[src/rtl/loader_pkg.sv]
// Shared types and constants for bram_debug_loader.
// Defining LOADER_ZERO_FILL_EN adds the ST_ZFILL state.
package loader_pkg;

    typedef enum logic {
        OP_LOAD = 1'b0,
        OP_DUMP = 1'b1
    } op_e;

    typedef enum logic [2:0] {
        ST_IDLE,
        ST_LOAD,
`ifdef LOADER_ZERO_FILL_EN
        ST_ZFILL,
`endif
        ST_RD_ISSUE,
        ST_RD_WAIT,
        ST_RD_OUT,
        ST_HOLD
    } state_e;

    localparam logic [3:0] WE_ALL     = 4'b1111;
    localparam int         WORD_BYTES = 4;

    function automatic int chan_bits(input int n);
        return (n > 1) ? $clog2(n) : 1;
    endfunction

endpackage

[src/rtl/loader_chan_demux.sv]
// Routes the single debug port of the active channel onto the flattened
// per-channel buses; every other channel sees zeros.
module loader_chan_demux
    import loader_pkg::*;
#(
    parameter  int CHANNELS = 2,
    localparam int CW       = chan_bits(CHANNELS)
) (
    input  logic [CW-1:0]            i_chan,
    input  logic [31:0]              i_a,
    input  logic [31:0]              i_wd,
    input  logic [3:0]               i_we,
    input  logic [32*CHANNELS-1:0]   i_dbg_rd,
    output logic [31:0]              o_rd,
    output logic [32*CHANNELS-1:0]   o_dbg_a,
    output logic [32*CHANNELS-1:0]   o_dbg_wd,
    output logic [4*CHANNELS-1:0]    o_dbg_we
);

    always_comb begin
        o_rd     = '0;
        o_dbg_a  = '0;
        o_dbg_wd = '0;
        o_dbg_we = '0;
        for (int c = 0; c < CHANNELS; c++) begin
            if (int'(i_chan) == c) begin
                o_dbg_a[32*c +: 32]  = i_a;
                o_dbg_wd[32*c +: 32] = i_wd;
                o_dbg_we[4*c +: 4]   = i_we;
                o_rd                 = i_dbg_rd[32*c +: 32];
            end
        end
    end

endmodule

[src/rtl/bram_debug_loader.sv]
// Command/stream driven loader and dumper for BRAM debug ports.
// LOADER_ZERO_FILL_EN: zero-fill the rest of a load cut short by ld_last.
module bram_debug_loader
    import loader_pkg::*;
#(
    parameter  int WORDS      = 4096,
    parameter  int CHANNELS   = 2,
    parameter  int RST_CYCLES = 5,
    localparam int CW         = chan_bits(CHANNELS),
    localparam int IW         = $clog2(WORDS) + 1
) (
    input  logic                      CPU_CLK,
    input  logic                      CPU_RST,
    input  logic                      cmd_valid,
    output logic                      cmd_ready,
    input  logic                      cmd_op,
    input  logic [CW-1:0]             cmd_chan,
    input  logic [IW-1:0]             cmd_count,
    input  logic                      ld_valid,
    output logic                      ld_ready,
    input  logic [31:0]               ld_data,
    input  logic                      ld_last,
    output logic                      dp_valid,
    input  logic                      dp_ready,
    output logic [31:0]               dp_data,
    output logic [31:0]               dp_addr,
    output logic [32*CHANNELS-1:0]    dbg_a,
    output logic [32*CHANNELS-1:0]    dbg_wd,
    output logic [4*CHANNELS-1:0]     dbg_we,
    input  logic [32*CHANNELS-1:0]    dbg_rd,
    output logic                      core_rst_hold,
    output logic                      busy,
    output logic                      done,
    output logic                      err
);

    localparam int            HOLD_N    = (RST_CYCLES < 1) ? 1 : RST_CYCLES;
    localparam int            HW        = $clog2(HOLD_N + 1);
    localparam logic [IW-1:0] WORDS_V   = IW'(WORDS);
    localparam logic [HW-1:0] HOLD_LAST = HW'(HOLD_N - 1);

    state_e          r_state;
    state_e          w_next;
    logic [CW-1:0]   r_chan;
    logic [IW-1:0]   r_count;
    logic [IW-1:0]   r_idx;
    logic [HW-1:0]   r_hold;
    logic            r_err;
    logic            r_never;
    logic            r_up;
    logic [31:0]     r_a;
    logic [31:0]     r_wd;
    logic [3:0]      r_we;
    logic            r_dpv;
    logic [31:0]     r_dpd;
    logic [31:0]     r_dpa;

    logic            w_accept;
    logic            w_chan_ok;
    logic            w_last_idx;
    logic            w_wr;
    logic            w_zero;
    logic            w_step;
    logic [IW-1:0]   w_idx_inc;
    logic [IW-1:0]   w_count;
    logic [31:0]     w_rd;

    function automatic logic [31:0] f_addr(input logic [IW-2:0] idx);
        return 32'(idx) * 32'(WORD_BYTES);
    endfunction

    assign w_accept   = cmd_valid && cmd_ready;
    assign w_chan_ok  = int'(cmd_chan) < CHANNELS;
    assign w_idx_inc  = r_idx + 1'b1;
    assign w_last_idx = w_idx_inc == r_count;
    assign w_count    = (cmd_count == '0 || cmd_count > WORDS_V)
                      ? WORDS_V : cmd_count;

    always_comb begin
        w_next = r_state;
        w_wr   = 1'b0;
        w_zero = 1'b0;
        w_step = 1'b0;
        unique case (r_state)
            ST_IDLE: begin
                if (w_accept) begin
                    if (!w_chan_ok)
                        w_next = ST_HOLD;
                    else if (op_e'(cmd_op) == OP_DUMP)
                        w_next = ST_RD_ISSUE;
                    else
                        w_next = ST_LOAD;
                end
            end
            ST_LOAD: begin
                if (ld_valid) begin
                    w_wr   = 1'b1;
                    w_step = 1'b1;
                    if (w_last_idx) begin
                        w_next = ST_HOLD;
                    end else if (ld_last) begin
`ifdef LOADER_ZERO_FILL_EN
                        w_next = ST_ZFILL;
`else
                        w_next = ST_HOLD;
`endif
                    end
                end
            end
`ifdef LOADER_ZERO_FILL_EN
            ST_ZFILL: begin
                w_wr   = 1'b1;
                w_zero = 1'b1;
                w_step = 1'b1;
                if (w_last_idx)
                    w_next = ST_HOLD;
            end
`endif
            ST_RD_ISSUE: w_next = ST_RD_WAIT;
            ST_RD_WAIT:  w_next = ST_RD_OUT;
            ST_RD_OUT: begin
                if (r_dpv && dp_ready) begin
                    w_step = 1'b1;
                    w_next = w_last_idx ? ST_HOLD : ST_RD_ISSUE;
                end
            end
            ST_HOLD: begin
                if (r_hold == HOLD_LAST)
                    w_next = ST_IDLE;
            end
            default: w_next = ST_IDLE;
        endcase
    end

    always_ff @(posedge CPU_CLK or posedge CPU_RST) begin
        if (CPU_RST)
            r_state <= ST_IDLE;
        else
            r_state <= w_next;
    end

    always_ff @(posedge CPU_CLK or posedge CPU_RST) begin
        if (CPU_RST) begin
            r_up    <= 1'b0;
            r_never <= 1'b1;
            r_chan  <= '0;
            r_count <= '0;
            r_idx   <= '0;
            r_err   <= 1'b0;
            r_hold  <= '0;
            r_a     <= '0;
            r_wd    <= '0;
            r_we    <= '0;
            r_dpv   <= 1'b0;
            r_dpd   <= '0;
            r_dpa   <= '0;
        end else begin
            r_up <= 1'b1;
            r_a  <= '0;
            r_wd <= '0;
            r_we <= '0;
            if (w_accept) begin
                r_chan  <= cmd_chan;
                r_count <= w_count;
                r_idx   <= '0;
                r_err   <= !w_chan_ok;
            end else if (w_step) begin
                r_idx <= w_idx_inc;
            end
            // Debug port strobes last exactly one cycle, then return to zero.
            if (w_wr) begin
                r_a  <= f_addr(r_idx[IW-2:0]);
                r_wd <= w_zero ? '0 : ld_data;
                r_we <= WE_ALL;
            end else if (w_next == ST_RD_ISSUE) begin
                r_a <= w_accept ? '0 : f_addr(w_idx_inc[IW-2:0]);
            end
            if (r_state == ST_RD_WAIT) begin
                r_dpv <= 1'b1;
                r_dpd <= w_rd;
                r_dpa <= f_addr(r_idx[IW-2:0]);
            end else if (r_state == ST_RD_OUT && w_step) begin
                r_dpv <= 1'b0;
            end
            r_hold <= (r_state == ST_HOLD) ? r_hold + 1'b1 : '0;
            if (r_state == ST_HOLD && w_next == ST_IDLE)
                r_never <= 1'b0;
        end
    end

    loader_chan_demux #(
        .CHANNELS (CHANNELS)
    ) u_demux (
        .i_chan   (r_chan),
        .i_a      (r_a),
        .i_wd     (r_wd),
        .i_we     (r_we),
        .i_dbg_rd (dbg_rd),
        .o_rd     (w_rd),
        .o_dbg_a  (dbg_a),
        .o_dbg_wd (dbg_wd),
        .o_dbg_we (dbg_we)
    );

    assign cmd_ready     = r_up && (r_state == ST_IDLE);
    assign ld_ready      = r_state == ST_LOAD;
    assign dp_valid      = r_dpv;
    assign dp_data       = r_dpd;
    assign dp_addr       = r_dpa;
    assign busy          = r_state != ST_IDLE;
    assign core_rst_hold = busy || r_never;
    assign done          = (r_state == ST_HOLD) && (r_hold == '0);
    assign err           = done && r_err;

endmodule

[config.mk]
export PLATFORM = sky130hd
export DESIGN_NAME = bram_debug_loader
export DESIGN_NICKNAME = d
export VERILOG_FILES = /design/src/rtl/loader_pkg.sv /design/src/rtl/loader_chan_demux.sv /design/src/rtl/bram_debug_loader.sv
export SDC_FILE = /design/constraint.sdc
export NUM_CORES = 1
export LEC_CHECK = 0
export BUFFER_PORTS_ARGS = -buffer_cell sky130_fd_sc_hd__buf_2
export CAP_MARGIN = 25
export CORE_AREA = 2 2 126 128
export CTS_BUF_LIST = sky130_fd_sc_hd__clkbuf_4 sky130_fd_sc_hd__clkbuf_8
export DETAILED_ROUTE_END_ITERATION = 16
export DIE_AREA = 0 0 128 130
export PLACE_DENSITY = 0.74
export RECOVER_POWER = 100
export SYNTH_ARGS = -nofsm -noshare
export SYNTH_HDL_FRONTEND = slang
export SYNTH_SLANG_ARGS = --single-unit
[constraint.sdc]
create_clock -name CPU_CLK -period 4.6 [get_ports CPU_CLK]
set_input_delay 0.46 -clock CPU_CLK [delete_from_list [all_inputs] [get_ports CPU_CLK]]
set_output_delay 0.46 -clock CPU_CLK [all_outputs]
set_load 0.01 [all_outputs]
==> reports/results.tsv <==
metric	value	unit
status	finished, violations left	
violations	max-capacitance violations, max-slew violations	
io_buffers	262	
layout-drive-gt1-share	18.5	%
fillerInstances	1547	
postRouteWirelength	18300	um
timing.critical_path.slowest_cell_delay	0.62	ns
synth_xor_area_share	2.73	%
fin_nets	1069	
headroom_to_the_max_slew_limit	-78.7	%
critical_path.reg2reg.endpoint	r_a[8]	
clock_skew_after_layout	0.0135	ns
mux_contribution_to_synthesized_area	4.91	%
period_share	77.7	%
ys_ff_latch	125	
clk_pin_slew_worst_paths	0.07	ns
drt-vias-per-instance	4.84	
critical_path.slowest_cell	nand2_1	
post_cts_buffers	0	
place_worst_setup_slack	1.33	ns
hold_path_end	r_chan	
grt_start_max_net_pins	77	
floorplan.initialDensity	43.7	%
clk_root_buf	clkbuf_8	
rsz0062_at_grt	false	
fin_crit	3.57	ns
detail_route.drc_violations	0	
timing.critical_path.buf_inv	0	
final_design_area_no_fill	8080	um2
fin_ws	1.03	ns
min-delay-path-class	in -> reg	
clock_tree_from_tritoncts	yes	
drt_first_pass_iters	5	
final.setup.tns	0	ns
critical_path.endpoint_type	flop	
cellLeakagePower	3.97	nW
grt_pass1_vias	5006	
cts_max_path_buffers	2	
ant_nets	0	
hold_fix_buffer_count_after_cts	0	
path_max_fanout	13	
power_report.internal_total	0.00252	W
min_delay_path_depth	3	
core_region_area	15400	um2
ys_warn_count	0	
synth-simple-area-share	24.3	%
share_seq_of_total_power	43.0	%
worst_pin_slew	2.68	ns
cts.htree.levels	4	
synth-adder-area-share	0.556	%
worst-endpoint-arrival	3.86	ns
die_area	16600	um2
path_depth_of_the_worst_reg2reg_path	8	
finalSetupViolations	0	
timing.final.max_slew_violations	166	
final-seq-area	3130	um2
cp_common_cell	nand4_1	
ir_worst_vdd	0.000287	V
syn_inst	721	
number_of_flops_mapped_to_enable_cells_by_yosys	0	
gpl_wtd_cong	0.956	
numCtsBuffers	17	
power.switching_fraction	37.8	%
synthFlopType	dfrtp_1	
grt_usage	21.8	%
synth.avg_cell_area	9.36	um2
first_iter_violations	435	
dpl-instance-area	7860	um2
pin_count	324	
yosysUniqueCellTypes	58	
clockPowerShare	24.7	%
ff2ff_setup_slack	1.03	ns
achievable-frequency	0.280	GHz
row_count	46	
wire_per_inst	15.9	um
cts.sinks	125	
synth_top_family_by_area	simple AND/OR/NAND/NOR gates	
detailed_route_via_count	5578	
ys_async_sr_fraction	100	%
comb_power_share	32.2	%
die_height	130	um
path_class	reg -> reg	
cp_cell_sequence	ha_1 -> and2_0 -> nand4_1 -> xnor2_1 -> a311oi_2 -> nand4_1 -> nand2_1 -> o311ai_0	
antenna_found_initial	0	
hp-start	cmd_chan	
area.growth.synth_to_final	19.7	%
final_util	52.4	%
grt_pass1_wl	27600	um
mappedNetlistArea	6750	um2
clock_latency	0.44	ns
dp_hpwl	13700	um
cts.repair.resized	0	
synth_compound_area_share	9.66	%
rr_startpoint	r_idx[0]	
final-hold-violation-count	0	
worst_ep_required_time	4.88	ns
num_antenna_cells	0	
synth_sequential_area_ratio	46.4	%
power_density	501	nW/um2
path_delay_family	simple AND/OR/NAND/NOR gates	
multi_input_gate_area	3070	um2
die_width	128	um
maxCapViolations	3	
critical_path.startpoint_type	flop	
grt_remaining_overflow	0	
power.net_switching	0.00153	W
[worst max path at each step]
stage	start	end	cells past startpoint
3_5_place_dp	r_idx[2]	r_a[13]	7
4_1_cts	r_idx[2]	r_a[13]	7
6_report	r_idx[0]	r_a[8]	8
5_1_grt	CPU_RST	dp_addr[12]	3
2_1_floorplan	CPU_RST	dp_addr[10]	1
3_3_place_gp	r_idx[2]	r_a[13]	7
[synth_stat cells, types with 4 or more instances]
library cell,number,area share (%)
nand4_1,10,0.93
o21ai_0,53,3.9
nand2_1,100,5.6
and2_1,48,4.5
nor2_1,14,0.78
buf_2,11,0.82
and3_1,35,3.2
clkbuf_1,40,2.2
dfrtp_1,124,46
nand3_1,10,0.74
nand2b_1,4,0.37
nor4_1,7,0.65
a21oi_1,13,0.96
xor2_1,6,0.78
nor2b_1,47,4.4
o311ai_1,4,0.52
or3_1,9,0.83
mux2i_1,32,4.7
inv_1,11,0.61
buf_4,67,7.5
a22o_1,8,1.0
xnor2_1,15,1.9
[flip-flops by register name, indices dropped and copies added (netlist names), 3 cells and up]
signal and count:
dp_addr 12, r_state 3, r_a 12, r_hold 3
r_count 13, dp_data 32, r_wd 32, r_idx 13
[kinds of logic after synthesis]
kind of cell,Yosys count
xor gates and xnor gates,21
buffers and inverters,131
adders and majority gates,3
DFF,125
other,2
AOI/OAI and AO/OA,103
muxes,33
and+or+nand+nor,303
[final cells by class]
class                      instances  share of cell area [%]
timing repair buffer             269                    14.6
tap                              192                    2.97
inverter                          11                   0.527
clock inverter                     8                    1.43
sequential                       125                    38.8
multi-input combinational        525                    38.0
clock buffer                      23                    3.61
[power by group through the flow]
| stage | Combinational (W) | Clock [W] | Sequential [W] |
|---|---|---|---|
| after floorplan | 0.000996 | 0 | 0.00164 |
| after global routing | 0.00145 | 0.00108 | 0.00180 |
| after CTS | 0.00140 | 0.00103 | 0.00173 |
| after global placement | 0.00138 | 0 | 0.00174 |
| after detailed placement | 0.00140 | 0 | 0.00175 |
| final | 0.00130 | 0.00100 | 0.00174 |
[worst register-to-register path: stages, from the launching register on]
cell      delay (ns)
dfrtp_1         0.58
ha_1            0.47
and2_0          0.33
nand4_1         0.20
xnor2_1         0.19
a311oi_2        0.24
nand4_1         0.61
nand2_1         0.62
o311ai_0        0.18
[per-stage QoR]
step,hold WS (ns),total power (W),instances
2_1_floorplan,0.432,0.00263,781
3_3_place_gp,0.445,0.00312,1122
3_5_place_dp,0.450,0.00315,1122
4_1_cts,0.0492,0.00416,1153
5_1_grt,0.226,0.00433,1153
6_report,0.243,0.00405,1153
[layout by cell type (no fill, tap or decap), drive strengths merged, types with 2 or more instances in the layout]
cell type    n
nor4         7
and3        35
o311ai       6
a311oi       2
o21ai       53
a31oi        3
xor2         6
or3          9
and2        48
o21a         3
nor2b       47
nand4       12
and4         3
inv         10
a22o         8
clkinv       5
nand2b       4
o22ai        3
conb        62
nand3       10
dfrtp      124
nor3         3
clkbuf     158
or2          2
buf        134
mux2i       32
nor2        14
nand3b       3
nand2      100
bufinv       3
ha           3
xnor2       15
a21oi       14
nor3b        2
[metal layers]
layer	track usage, %	share of wire, %	wire length [um]
met5	0	0	0
met4	7.43	1.5	283
met3	4.67	5.1	934
met2	35.4	49	8950
met1	29.4	44	8150
No activity file was read; power rests on OpenSTA's default activity.
